$ cat src/rtl/updown_count_arbiter.sv
// Shared saturating up/down counter driven by two requesters.
// Round-robin arbitration picks one command per run.
module updown_count_arbiter #(
  parameter int WIDTH = 5,
  parameter int MAX   = 15
) (
  input  logic             clk,
  input  logic             reset,
  input  logic             enable,
  input  logic             clr,
  input  logic             req0_valid,
  input  logic             req0_dir,
  input  logic [3:0]       req0_len,
  output logic             req0_ready,
  input  logic             req1_valid,
  input  logic             req1_dir,
  input  logic [3:0]       req1_len,
  output logic             req1_ready,
  output logic [WIDTH-1:0] count,
  output logic [1:0]       grant,
  output logic             busy,
  output logic             done,
  output logic             sat
);

  typedef enum logic [1:0] {
    IDLE,
    RUN,
    DONE
  } state_e;

  localparam logic [WIDTH-1:0] MAX_V = WIDTH'(MAX);
  localparam logic [WIDTH-1:0] ONE_V = WIDTH'(1);

  state_e           state_q, state_d;
  logic [WIDTH-1:0] count_q, count_d;
  logic [1:0]       grant_q, grant_d;
  logic             sat_q, sat_d;
  logic             dir_q, dir_d;
  logic [3:0]       rem_q, rem_d;
  logic             rr_q, rr_d;

  logic       sel0, sel1;
  logic       idle_ok;
  logic       at_lim;
  logic [3:0] len;

  always_comb begin
    sel0    = req0_valid & (~req1_valid | ~rr_q);
    sel1    = req1_valid & (~req0_valid | rr_q);
    // ready is masked during reset so every output reads 0 at once
    idle_ok = (state_q == IDLE) & ~clr & reset;
    req0_ready = idle_ok & sel0;
    req1_ready = idle_ok & sel1;
    len     = sel1 ? req1_len : req0_len;
    at_lim  = dir_q ? (count_q == '0) : (count_q == MAX_V);

    state_d = state_q;
    count_d = count_q;
    grant_d = grant_q;
    sat_d   = sat_q;
    dir_d   = dir_q;
    rem_d   = rem_q;
    rr_d    = rr_q;

    if (clr) begin
      state_d = IDLE;
      count_d = '0;
      grant_d = '0;
      sat_d   = 1'b0;
      rem_d   = '0;
    end else begin
      unique case (state_q)
        IDLE: begin
          if (sel0 | sel1) begin
            grant_d = {sel1, sel0};
            rr_d    = sel0;
            sat_d   = 1'b0;
            dir_d   = sel1 ? req1_dir : req0_dir;
            rem_d   = len;
            state_d = (len != 4'd0) ? RUN : DONE;
          end
        end
        RUN: begin
          if (enable) begin
            if (at_lim) begin
              sat_d   = 1'b1;
              state_d = DONE;
            end else begin
              count_d = dir_q ? count_q - ONE_V
                              : count_q + ONE_V;
              rem_d   = rem_q - 4'd1;
              if (rem_q == 4'd1) state_d = DONE;
            end
          end
        end
        DONE: begin
          state_d = IDLE;
          grant_d = '0;
        end
        default: state_d = IDLE;
      endcase
    end
  end

  always_ff @(posedge clk or negedge reset) begin
    if (!reset) begin
      state_q <= IDLE;
      count_q <= '0;
      grant_q <= '0;
      sat_q   <= 1'b0;
      dir_q   <= 1'b0;
      rem_q   <= '0;
      rr_q    <= 1'b0;
    end else begin
      state_q <= state_d;
      count_q <= count_d;
      grant_q <= grant_d;
      sat_q   <= sat_d;
      dir_q   <= dir_d;
      rem_q   <= rem_d;
      rr_q    <= rr_d;
    end
  end

  assign count = count_q;
  assign grant = grant_q;
  assign busy  = (state_q != IDLE);
  assign done  = (state_q == DONE);
  assign sat   = sat_q;

endmodule

$ cat config.mk
export PLATFORM = sky130hd
export DESIGN_NAME = updown_count_arbiter
export DESIGN_NICKNAME = d
export VERILOG_FILES = /design/src/rtl/updown_count_arbiter.sv
export SDC_FILE = /design/constraint.sdc
export NUM_CORES = 1
export LEC_CHECK = 0
export CAP_MARGIN = 40
export CORE_UTILIZATION = 28
export CTS_CLUSTER_SIZE = 30
export DETAILED_ROUTE_END_ITERATION = 7
export PLACE_DENSITY = 0.62
export SLEW_MARGIN = 20
export SYNTH_ARGS = -nofsm -noshare
export SYNTH_HDL_FRONTEND = slang
export SYNTH_SLANG_ARGS = --single-unit
$ cat constraint.sdc
create_clock -name clk -period 2.2 [get_ports clk]
set_input_delay 0.33 -clock clk [delete_from_list [all_inputs] [get_ports clk]]
set_output_delay 0.33 -clock clk [all_outputs]
set_load 0.02 [all_outputs]
==> impl_metrics.toml <==
[timing]
clock_skew_ps = 4.12
post-route-period-util_pct = 92.2
fin_ws_ps = 171
max_freq_mhz = 493
tightest_slew_ps = 413
hold_viol_final = 0
setup_tns_ps = 0
setup_viol = 0
fin_hold_ws_ps = 491
period_needed_ps = 2030
max_slew_margin_pct = 72.3
rsz0062_at_grt = "no"
slew_viol_final = 0

[grt]
grt.busiest_layer = "met2"
grt_pass1_wl_microns = 4980
use_met1_pct = 19.4
grt_overflow = 0
grt_antenna_before_repair = 0
groute.usage.overall_pct = 14.7
grt_pass1_vias = 1096
grt_util_met2_pct = 24.1
met3_usage_pct = 2.03
grt_start_max_net_pins = 17

[yosys]
syn_nets = 158
yosysUniqueCellTypes = 43
syn_area_sq_mm = 0.00119
yosysSeqAreaShare_pct = 33.7
ys_warn_count = 0
ys_async_sr_fraction_pct = 100
avgSynthCellArea_sq_um = 8.74
ys.flop_type = "dfrtp_1"
synth_top_area_share_pct = 33.7
yosysTopAreaCell = "dfrtp_1"
yosys-top-cells-count = "17 x nor2_1, 16 x dfrtp_1, 11 x nand2_1"
ys_top_cells_by_area = "dfrtp_1 34%, nor2_1 5.4%, ha_1 5.3%, a21oi_1 3.8%, nand2_1 3.5%"
ys_seq_elements = 16
synth_enable_flop_cells = 0
syn_inst = 136
post-synth-top-count-cell = "nor2_1"

[clock_tree]
cts_max_level = 1
clk_latency_ps = 250
cts_tree = "yes"
clk_pin_slew_ps = 70
cts.sinks = 16
clock_path_buffers = 2
clock-root-buffer = "clkbuf_8"
cts_inserted_buffers = 3
cts_setup_buffers = 0

[power]
p_leak_nw = 0.694
fin_total_pwr_mw = 1.67
ir_worst_vdd_v = 0.000255
power_density_mw_per_mm2 = 1030

[setup_path]
crit_type = "reg -> out"
critical_path_required_ps = 1870
critPathSlowestCell = "clkdlybuf4s50_1"
reg2reg_slack_ps = 350
cp.arrival_ps = 1700
path_max_fanout = 10
crit_path_start_kind = "flip-flop"
r2r-end = "count[4]"
cpPeakStageDelay_ps = 560
crit_chain = "buf_4 > or2_2 > clkdlybuf4s50_1"
r2r-start = "count[0]"
cp-end-kind = "output port"
rr_worst_depth = 7

[cells_and_area]
antenna_cells = 0
fin_area_sq_mm = 0.00163
final_nets = 194
regArea_sq_um = 400
multi_input_area_sq_um = 722
syn_to_final_growth_pct = 36.9
drive_above_1_share_pct = 17.0
stdcell_count = 221
post-route-util_pct = 40.4
fillCellCount = 414

[min_path]
hold_class = "in -> async"

[run]
cap_violations = 0

[detailed_routing]
drt_first_pass_iters = 4
drc = 0
routedWlPerCell_microns = 13.5
vias = 1150
drt-total-wl_microns = 2980
first_iter_violations = 39
ant_nets = 0
viasPerCell = 5.20

[place]
dp.cells = 217
placed_area_sq_mm = 0.00157
place.gp.congestion = 0.811
io_buffers = 27
post-dp-hpwl_microns = 2340
pre_cts_slack_ps = 20.8

[floorplan]
core_area_sq_mm = 0.00403
dieWidth_microns = 67.2
fp-row-count = 23
start_util_pct = 29.5
die_y_microns = 67.2
fp.dieArea_sq_mm = 0.00451
ioPinCount = 28

[run_status]
status = "finished clean"
[report_power, final]
group	internal [mW]	leakage [nW]	switching, mW	total [mW]
Clock	0.159	0.0288	0.104	0.263
Combinational	0.441	0.454	0.478	0.919
Sequential	0.381	0.211	0.110	0.491
Total	0.981	0.694	0.692	1.67
[routing by layer]
| layer | routed length, microns | part of all wire, % | vias to the layer above |
|---|---|---|---|
| met5 | 0 | 0 | - |
| met4 | 43 | 1.4 | 0 |
| met3 | 119 | 4.0 | 4 |
| met2 | 1440 | 48 | 33 |
| met1 | 1390 | 46 | 555 |
| li1 | - | - | 558 |
[sequential cells by signal, indices dropped and copies added, names as in the netlist]
signal,cells
rr_q,1
rem_q,4
sat,1
grant,2
dir_q,1
state_q,2
count,5
[cell families (layout without fill, tap and decap cells)]
kind of cell / count (synthesis) / in the layout / synth area share, %
xor gates and xnor gates: 3 / 3 / 2.21
muxes: 4 / 4 / 3.58
AOI/OAI and AO/OA: 37 / 37 / 24.0
and+or+nand+nor: 55 / 55 / 24.0
buffers and inverters: 15 / 50 / 5.58
adders and majority gates: 6 / 6 / 6.95
DFF: 16 / 16 / 33.7
[final cells by class]
cell class / count / share of cell area, %
Sequential cell: 16 / 24.6
Timing Repair Buffer: 38 / 22.0
Inverter: 8 / 1.84
Tap cell: 50 / 3.84
Multi-Input combinational cell: 105 / 44.4
Clock buffer: 4 / 3.38
[repair_timing]
item,4_1_cts,5_1_grt
setup endpoints to repair,0,2
gates resized for setup,0,2
hold buffers,0,0
endpoints found under the hold margin,0,0
[layout by cell type, fill, tap and decap left out, types with 2 or more instances in the layout]
cell / n
or4_1: 2
nand2_1: 11
buf_4: 11
ha_1: 5
mux2i_1: 2
a211oi_1: 2
xnor2_1: 3
a211oi_2: 2
inv_1: 8
nor4_1: 2
nor2_2: 2
dfrtp_1: 16
a2bb2oi_1: 2
a31oi_1: 3
nand2b_1: 5
nor2_1: 17
nor2b_1: 2
clkdlybuf4s50_1: 25
dlymetal6s2s_1: 2
nand3_1: 2
o21ai_0: 6
clkbuf_8: 4
mux2_2: 2
a21oi_1: 9
nor3_1: 5
a21o_2: 2
o221ai_1: 2
[critical path: cells and delay by family (launching register included)]
family,cells,cell delay (ps)
buf+inv,2,730
flops,1,390
simple gates,1,320
[worst max-delay path by stage]
stage | from | cells after the start | end
3_5_place_dp | clr | 5 | req0_ready
2_1_floorplan | count[0] | 7 | count[4]
6_report | state_q[0] | 3 | busy
5_1_grt | state_q[0] | 3 | busy
4_1_cts | clr | 5 | req0_ready
3_3_place_gp | clr | 5 | req1_ready
Power figures use the tool's default switching activity.
